`src/rtl/lut_layer_scheduler_if.sv`:
```
// lut_layer_scheduler_if: input-vector, LUT-port and output-vector handshakes of one layer scheduler
// master = scheduler side: drives in_ready, lut_sel/lut_addr/lut_en, out_valid/out_data
// slave  = environment side: drives in_valid/in_data, lut_data, out_ready
interface lut_layer_scheduler_if #(
  parameter int NUM_NEURONS = 8,
  parameter int IN_W = 6,
  parameter int OUT_W = 2
);
  localparam int SEL_W = $clog2(NUM_NEURONS);
  logic in_valid;
  logic in_ready;
  logic [NUM_NEURONS*IN_W-1:0] in_data;
  logic [SEL_W-1:0] lut_sel;
  logic [IN_W-1:0] lut_addr;
  logic lut_en;
  logic [OUT_W-1:0] lut_data;
  logic out_valid;
  logic out_ready;
  logic [NUM_NEURONS*OUT_W-1:0] out_data;
  modport master (
    input in_valid, in_data, lut_data, out_ready,
    output in_ready, lut_sel, lut_addr, lut_en, out_valid, out_data
  );
  modport slave (
    output in_valid, in_data, lut_data, out_ready,
    input in_ready, lut_sel, lut_addr, lut_en, out_valid, out_data
  );
endinterface

```
`src/rtl/lut_layer_scheduler.sv`:
```
// lut_layer_scheduler: time-multiplexes one shared neuron-LUT port across all neurons of a layer
// clk, rst_n (async active-low); bus (master): in_* capture, lut_* issue one neuron per cycle,
// out_* gathered result vector; busy = not idle.
// LUT_SCHED_PERF_EN adds saturating perf_vectors (out handshakes) and perf_stall (out_valid & !out_ready).
module lut_layer_scheduler #(
  parameter int NUM_NEURONS = 8,
  parameter int IN_W = 6,
  parameter int OUT_W = 2,
  parameter int LUT_LAT = 0
) (
  input  logic clk,
  input  logic rst_n,
  lut_layer_scheduler_if.master bus,
`ifdef LUT_SCHED_PERF_EN
  output logic busy,
  output logic [31:0] perf_vectors,
  output logic [31:0] perf_stall
`else
  output logic busy
`endif
);
  localparam int SEL_W = $clog2(NUM_NEURONS);
  localparam logic [SEL_W-1:0] LAST = SEL_W'(NUM_NEURONS - 1);
  typedef enum logic [1:0] {IDLE, ISSUE, DRAIN, DONE} state_t;
  state_t state, state_nx;
  logic [NUM_NEURONS*IN_W-1:0] cap;
  logic [SEL_W-1:0] iss_cnt, col_cnt;
  logic accept, col, col_last, iss_last;
  assign bus.in_ready = (state == IDLE) | ((state == DONE) & bus.out_ready);
  assign accept = bus.in_valid & bus.in_ready;
  assign iss_last = iss_cnt == LAST;
  assign col_last = col & (col_cnt == LAST);
  // col marks the cycle whose lut_data belongs to the next slot in order
  if (LUT_LAT == 0) begin : g_comb
    assign col = bus.lut_en;
  end else begin : g_pipe
    logic [LUT_LAT-1:0] tag;
    always_ff @(posedge clk or negedge rst_n)
      if (!rst_n) tag <= '0;
      else tag <= LUT_LAT'({tag, bus.lut_en});
    assign col = tag[LUT_LAT-1];
  end
  always_ff @(posedge clk or negedge rst_n)
    if (!rst_n) state <= IDLE;
    else state <= state_nx;
  always_comb begin
    state_nx = state;
    unique case (state)
      IDLE:    state_nx = accept ? ISSUE : IDLE;
      ISSUE:   state_nx = !iss_last ? ISSUE : (LUT_LAT == 0) ? DONE : DRAIN;
      DRAIN:   state_nx = col_last ? DONE : DRAIN;
      DONE:    state_nx = !bus.out_ready ? DONE : accept ? ISSUE : IDLE;
      default: state_nx = IDLE;
    endcase
    bus.lut_en = state == ISSUE;
    bus.lut_sel = bus.lut_en ? iss_cnt : '0;
    bus.lut_addr = bus.lut_en ? cap[iss_cnt*IN_W +: IN_W] : '0;
    bus.out_valid = state == DONE;
    busy = state != IDLE;
  end
  always_ff @(posedge clk or negedge rst_n)
    if (!rst_n) begin
      cap <= '0;
      iss_cnt <= '0;
      col_cnt <= '0;
      bus.out_data <= '0;
    end else begin
      if (accept) cap <= bus.in_data;
      iss_cnt <= accept ? '0 : (state == ISSUE) ? (iss_last ? '0 : iss_cnt + 1'b1) : iss_cnt;
      col_cnt <= accept ? '0 : col ? (col_last ? '0 : col_cnt + 1'b1) : col_cnt;
      if (col) bus.out_data[col_cnt*OUT_W +: OUT_W] <= bus.lut_data;
    end
`ifdef LUT_SCHED_PERF_EN
  always_ff @(posedge clk or negedge rst_n)
    if (!rst_n) begin
      perf_vectors <= '0;
      perf_stall <= '0;
    end else begin
      if (bus.out_valid & bus.out_ready & ~&perf_vectors) perf_vectors <= perf_vectors + 32'd1;
      if (bus.out_valid & !bus.out_ready & ~&perf_stall) perf_stall <= perf_stall + 32'd1;
    end
`endif
endmodule
```
`src/flat_wrapper.sv`:
```
// flat-port wrapper written by rule: the top's interface ports become plain ports
module lut_layer_scheduler_flat 
#(
  parameter int NUM_NEURONS = 8,
  parameter int IN_W = 6,
  parameter int OUT_W = 2,
  parameter int LUT_LAT = 0
)
  (clk, rst_n, busy, bus_in_valid, bus_in_data, bus_lut_data, bus_out_ready, bus_in_ready, bus_lut_sel, bus_lut_addr, bus_lut_en, bus_out_valid, bus_out_data);
  lut_layer_scheduler_if #(.NUM_NEURONS(NUM_NEURONS), .IN_W(IN_W), .OUT_W(OUT_W)) bus_i ();
  input  logic clk;
  input  logic rst_n;
  output logic busy;
  input wire logic [$bits(bus_i.in_valid)-1:0] bus_in_valid;
  input wire logic [$bits(bus_i.in_data)-1:0] bus_in_data;
  input wire logic [$bits(bus_i.lut_data)-1:0] bus_lut_data;
  input wire logic [$bits(bus_i.out_ready)-1:0] bus_out_ready;
  output wire logic [$bits(bus_i.in_ready)-1:0] bus_in_ready;
  output wire logic [$bits(bus_i.lut_sel)-1:0] bus_lut_sel;
  output wire logic [$bits(bus_i.lut_addr)-1:0] bus_lut_addr;
  output wire logic [$bits(bus_i.lut_en)-1:0] bus_lut_en;
  output wire logic [$bits(bus_i.out_valid)-1:0] bus_out_valid;
  output wire logic [$bits(bus_i.out_data)-1:0] bus_out_data;
  assign bus_i.in_valid = bus_in_valid;
  assign bus_i.in_data = bus_in_data;
  assign bus_i.lut_data = bus_lut_data;
  assign bus_i.out_ready = bus_out_ready;
  assign bus_in_ready = bus_i.in_ready;
  assign bus_lut_sel = bus_i.lut_sel;
  assign bus_lut_addr = bus_i.lut_addr;
  assign bus_lut_en = bus_i.lut_en;
  assign bus_out_valid = bus_i.out_valid;
  assign bus_out_data = bus_i.out_data;
  lut_layer_scheduler #(.NUM_NEURONS(NUM_NEURONS), .IN_W(IN_W), .OUT_W(OUT_W), .LUT_LAT(LUT_LAT)) u_core (.clk(clk), .rst_n(rst_n), .bus(bus_i), .busy(busy));
endmodule
```
`config.mk`:
```
export PLATFORM = sky130hd
export DESIGN_NAME = lut_layer_scheduler_flat
export DESIGN_NICKNAME = d
export VERILOG_FILES = /design/src/rtl/lut_layer_scheduler_if.sv /design/src/rtl/lut_layer_scheduler.sv /design/src/flat_wrapper.sv
export SDC_FILE = /design/constraint.sdc
export NUM_CORES = 1
export LEC_CHECK = 0
export BUFFER_PORTS_ARGS = -buffer_cell sky130_fd_sc_hd__buf_4
export CAP_MARGIN = 5
export CELL_PAD_IN_SITES_DETAIL_PLACEMENT = 0
export CELL_PAD_IN_SITES_GLOBAL_PLACEMENT = 1
export CORE_MARGIN = 8
export CORE_UTILIZATION = 25
export DETAILED_ROUTE_END_ITERATION = 10
export PLACE_DENSITY_LB_ADDON = 0.25
export SETUP_SLACK_MARGIN = 0.5
export SYNTH_ARGS = -nofsm -noshare
export SYNTH_HDL_FRONTEND = slang
export SYNTH_SLANG_ARGS = --single-unit
```
`constraint.sdc`:
```
create_clock -name clk -period 2.2 [get_ports clk]
set_clock_uncertainty 0.15 [all_clocks]
set_input_delay 0.11 -clock clk [delete_from_list [all_inputs] [get_ports clk]]
set_output_delay 0.11 -clock clk [all_outputs]
set_load 0.02 [all_outputs]
```
# --- Word-level counts from Yosys, hierarchy flattened ---
# Cells that the tools add are included.
# Widths: inputs -> output; s select.
word_totals:
  register_bits: 72
  in_bits: 54
  out_inout_bits: 29
  word_cells: 38
op_classes:
  add_sub_neg: 3
  multipliers: 1
  n_eq_ne: 5
  shifts: 3
  mux: 14
  n_bitwise: 4
  n_reduce_logical: 3
ops:
  columns: ["op", "count"]
  rows:
  - ["$shiftx 48x7->6", 1]
  - ["$neg 4->34", 1]
  - ["$shift 2x34->16 const A", 1]
  - ["$shiftx 2x34->16", 1]
  - ["$mux 3", 7]
  - ["$bwmux 16", 1]
  - ["$pmux 2 s4", 1]
  - ["$add 3x1->3 const B", 2]
  - ["$eq 3x3->1 const B", 2]
  - ["$mux 6", 1]
  - ["$mul 3x2->5 const B", 1]
  - ["$eq 2x2->1 const B", 2]
  - ["$mux 2", 2]
  - ["$reduce_bool 2->1", 2]
  - ["$and 1x1->1", 3]
  - ["$eq 2x1->1 const B", 1]
  - ["$logic_not 2->1", 1]
  - ["$mux 1", 2]
  - ["$or 1x1->1", 1]

# --- Logic depth before layout (Yosys ltp) ---
depth:
  depth_word: 7
  mapped_depth: 6
  depth_no_buf: 6

# --- Worst setup path after synthesis ---
# OpenSTA, ideal clock, no wires.
synth_timing:
  path_type: "reg-to-reg"
  start: "reg u_core.col_cnt[0]"
  end: "reg u_core.bus.out_data[0]"
  setup_ps: 125
  arrival_time_ps: 1625
  required_time_ps: 1925
  slack_ps: 300
  path_stages_with_launch: 7
  path_buffers: 0
  period_less_slack_ps: 1900
  path_cell_list: "dfrtp_1 inv_1 ha_1 ha_1 nor4_1 nand4_1 mux2_2"
synth_between:
  elab_chain_len: 3
  elab_cells_between_ends: 4
  classes_between: "1 x add/sub; 2 x shift; 1 x mux"
synth_lines:
  columns: ["item", "line", "text"]
  rows:
  - ["start, declared", "lut_layer_scheduler.sv:27", "logic [SEL_W-1:0] iss_cnt, col_cnt;"]
  - ["start signal, assigned", "lut_layer_scheduler.sv:70", "col_cnt <= accept ? '0 : col ? (col_last ? '0 : col_cnt + 1'b1) : col_cnt;"]
  - ["$neg 4->34 *", "lut_layer_scheduler.sv:71", "if (col) bus.out_data[col_cnt*OUT_W +: OUT_W] <= bus.lut_data;"]
  - ["$shiftx 2x34->16 / $shift 2x34->16 (equally long branches)", "lut_layer_scheduler.sv:71", null]
  - ["$bwmux 16 *", "lut_layer_scheduler.sv:71", null]
  - ["end signal, assigned by index", "lut_layer_scheduler.sv:71", null]
  - ["end, declared", "lut_layer_scheduler_if.sv:22", "output in_ready, lut_sel, lut_addr, lut_en, out_valid, out_data"]
# Mark *: on every way between the ends. The rest lies on a longest branch, timed or not.
# A chain may end at the register's enable or synchronous reset.

# --- Worst setup path in the final report ---
layout_timing:
  start: "reg u_core.iss_cnt[0]"
  end: "out bus_lut_addr[4]"
layout_between:
  elab_chain_len: 3
layout_lines:
  columns: ["item", "line", "text"]
  rows:
  - ["start, declared", "lut_layer_scheduler.sv:27", null]
  - ["start signal, assigned", "lut_layer_scheduler.sv:69", "iss_cnt <= accept ? '0 : (state == ISSUE) ? (iss_last ? '0 : iss_cnt + 1'b1) : iss_cnt;"]
  - ["$mul 3x2->5", "lut_layer_scheduler.sv:57", "bus.lut_addr = bus.lut_en ? cap[iss_cnt*IN_W +: IN_W] : '0;"]
  - ["$shiftx 48x7->6", "lut_layer_scheduler.sv:57", null]
  - ["$mux 6", "lut_layer_scheduler.sv:57", null]
  - ["end, declared", "flat_wrapper.sv:20", "output wire logic [$bits(bus_i.lut_addr)-1:0] bus_lut_addr;"]
# Every way passes these cells.

==> impl_metrics.tcl <==
set metrics [dict create \
    element_type_at_the_critical_path_end "output port" \
    routedWlPerCell_microns 17.2 \
    grt_pass1_wl_microns 16800 \
    worst_r2r_startpoint "u_core.col_cnt[0]" \
    grt_max_degree 51 \
    detail_route.iter0.violations 72 \
    critical_hold_path_startpoint "bus_out_ready" \
    status "finished, final reports clean" \
    async_set_or_reset_flop_fraction_in_the_synthesized_netlist_pct 100 \
    fraction_of_synthesized_cell_area_in_xor_and_xnor_cells_pct 0 \
    syn_to_final_growth_pct 75.7 \
    synth_seq_cells 72 \
    clk_sinks 72 \
    fraction_of_final_layout_cells_sized_beyond_drive_strength_1_pct 56.1 \
    vdd_drop_max_uv 655 \
    path_class "reg -> out" \
    yosysWarnings 0 \
    timing.final.crit_share_pct 88.8 \
    row_count 42 \
    cts_tree "yes" \
    max_cap_viol_count 0 \
    worst_hold_slack_ns 0.0459 \
    synth_fa_ha_area_share_pct 2.23 \
    synth_cell_types 30 \
    clk_latency_ns 0.33 \
    clock_tree.buffer_depth 2 \
    hold_path.class "in -> reg" \
    core_area_sq_um 13200 \
    worst-path-buf-inv 2 \
    die-height_microns 132 \
    floorplan.die.width_microns 132 \
    critical-path-slowest-cell "dfrtp_2" \
    drtPass1Iterations 4 \
    worstPathCellList "buf_12 > mux2i_2 > a22oi_1 > and3_1 > buf_4" \
    combinational_family_with_the_most_area_after_synthesis "multiplexers" \
    remaining_drc_errors 0 \
    setup_total_negative_slack_ns 0 \
    cellInternalPower_mw 5.75 \
    n_antenna_cell 0 \
    sw_frac_of_total_pct 36.1 \
    postSynthAreaPerCell_sq_um 13.3 \
    vias_per_cell 4.35 \
    clk_root_buffer_cell "clkbuf_16" \
    cp_max_fo 11 \
    num_io_pins 83 \
    htree_levels 3 \
    grt_setup_unrepaired "true" \
    synth_ff_type "dfrtp_1" \
    finalPower_mw 8.99 \
    drtAntennaViolNets 0 \
    first_global_vias 3070 \
    final.min_clock_period_ns 1.95 \
    timing.final.max_slew_violations 0 \
    fp.dieArea_sq_um 17500 \
    cp-start-kind "flip-flop" \
    final_setup_viols 0 \
    synth_nets 313 \
    fmaxAchievable_ghz 0.512 \
    report.final.hold_viol_count 0 \
    power.sequential.fraction_pct 27.3 \
    syn-cell-area_sq_um 3370 \
    compound_gate_fraction_of_synth_area_pct 4.71 \
    worst_setup_path_startpoint "u_core.iss_cnt[0]" \
    crit_family "flip-flops" \
    fin_nets 486 \
    slew_hr_pct 55.8 \
    groute.usage.overall_pct 12.1 \
    power_density_nw_per_um2 1520 \
    routed-via-count 2643 \
    crit_arrival_ns 1.69 \
    max_slew.worst_pin.slew_ns 0.664 \
    count_of_flip_flops_with_a_built_in_enable_after_synthesis 0 \
    dp_hpwl_microns 6610 \
    place_congestion 0.693 \
    antenna_violations_before_repair 0 \
    fraction_of_the_yosys_area_taken_by_sequential_cells_pct 53.4 \
    crit_required_ns 1.94 \
    wirelength_microns 10400 \
    p_clk_share_pct 15.5 \
    grt.overflow.total 0 \
    place.port_buffers 82 \
    yosys.area_share.simple_pct 7.64 \
    initial_standard_cell_utilization_of_the_core_pct 25.6 \
    cts.clk_slew.worst_paths_ns 0.06 \
    synthMuxAreaShare_pct 28.8 \
    comb_pwr_share_pct 57.2 \
    synth_cells 253 \
    leakage_nw 2.70 \
    netSwitchingPower_mw 3.24 \
    cts_inserted_buffers 9 \
    slowest_delay_ns 0.46 \
]
==> metrics by stage <==
stage / worst slack, ns / cells / utilization [%] / instance area, sq um
after global routing: 0.168 / 607 / 44.9 / 5920
after CTS: 0.214 / 603 / 43.6 / 5750
after floorplan: 0.372 / 253 / - / 3610
final: 0.246 / 607 / 44.9 / 5920
after global placement: 0.276 / 507 / 33.8 / 4450
after detailed placement: 0.258 / 507 / 33.8 / 4450
==> worst register-to-register path: stages (launching register included) <==
cell and delay, ns:
dfrtp_1 0.37, inv_2 0.06, ha_4 0.16, ha_4 0.16
and4bb_2 0.36, and2_4 0.18, mux2_4 0.29
==> flip-flops by register name, summed over array words and instances, names as in the netlist <==
name,count
u_core.bus.out_data,16
u_core.cap,48
u_core.state,2
u_core.iss_cnt,3
u_core.col_cnt,3
==> metal layers <==
metal / track usage (%) / vias to the layer above / part of all wire, %
li1: - / 1262 / -
met1: 14.9 / 1310 / 46
met2: 19.6 / 64 / 48
met3: 4.92 / 7 / 5.8
met4: 1.91 / 0 / 0.59
met5: 0 / - / 0
==> layout by cell type (no fill, tap or decap), types with 2 or more instances in the layout <==
master and count:
buf_4 94, dfrtp_1 65, mux2_4 53, dlygate4sd3_1 53, mux2i_1 20, mux2_2 11, clkbuf_16 10, buf_6 10
a22oi_1 9, buf_12 7, dfrtp_2 7, and3_1 6, nor2_1 6, a21oi_1 6, nand2_1 6, buf_16 6
and2_1 5, and2_4 4, mux2i_2 4, nand2_2 4, ha_1 4, nor2b_4 3, a22oi_2 3, o2111ai_4 3
nand3b_1 3, inv_1 2, inv_2 2, ha_4 2, clkinvlp_4 2, clkbuf_8 2
==> repair_timing <==
item                                   in CTS  in global routing
endpoints found under the hold margin     107                  0
pin swaps                                  10                 14
gates resized for setup                    40                 29
hold buffers                               53                  0
gates cloned                                4                  2
buffers inserted                           23                  2
setup endpoints to repair                  75                 78
==> cell families after synthesis <==
logic type / count (synthesis)
adder cells (fa/ha/maj): 6
multiplexers: 89
AO/OA/AOI/OAI: 23
flip-flops: 72
buffers and inverters: 16
AND/OR/NAND/NOR: 47
==> power groups by stage <==
stage / logic (mW) / registers (mW) / clock network, mW
6_report: 5.14 / 2.45 / 1.39
5_1_grt: 5.53 / 2.54 / 1.50
4_1_cts: 4.82 / 2.42 / 1.43
3_5_place_dp: 3.89 / 2.45 / 0
3_3_place_gp: 3.84 / 2.45 / 0
2_1_floorplan: 2.60 / 2.49 / 0
==> cell usage after synthesis (2+ instances only) <==
cell type / count / area share [%]
and2_1: 9 / 1.7
nor2b_1: 4 / 0.74
buf_2: 2 / 0.30
nand2_1: 10 / 1.1
mux2i_1: 25 / 7.4
ha_1: 6 / 2.2
a22oi_1: 12 / 2.7
mux2_1: 44 / 15
buf_6: 5 / 1.7
dfrtp_1: 72 / 53
nor2_1: 8 / 0.89
inv_1: 4 / 0.45
o2111ai_1: 3 / 0.78
mux2_2: 20 / 6.7
nand3b_1: 3 / 0.67
a21oi_1: 6 / 0.89
buf_4: 2 / 0.45
and3_1: 6 / 1.1
==> worst paths after layout <==
| check | slack [ns] | endpoint | depth (start not counted) |
|---|---|---|---|
| worst max-delay path | 0.25 | bus_lut_addr[4] | 5 |
| worst min-delay path | 0.05 | u_core.state[1] | 4 |
| min in group asynchronous | 0.20 | u_core.cap[10] | 2 |
| max in group asynchronous | 1.01 | u_core.cap[20] | 3 |
| worst min register to register | 0.36 | u_core.cap[35] | 1 |
| worst max register to register | 0.36 | u_core.bus.out_data[2] | 6 |
==> layout make-up <==
| cell class | instances | area, sq um |
|---|---|---|
| timing repair buffer | 172 | 1690 |
| timing repair inverter | 1 | 8.76 |
| fill | 1213 | 7270 |
| sequential | 72 | 1810 |
| multi-input combinational | 165 | 1880 |
| clock buffer | 12 | 256 |
| clock inverter | 4 | 28.8 |
| tap | 176 | 220 |
| inverter | 5 | 26.3 |
(Power assumes the default switching activity.)
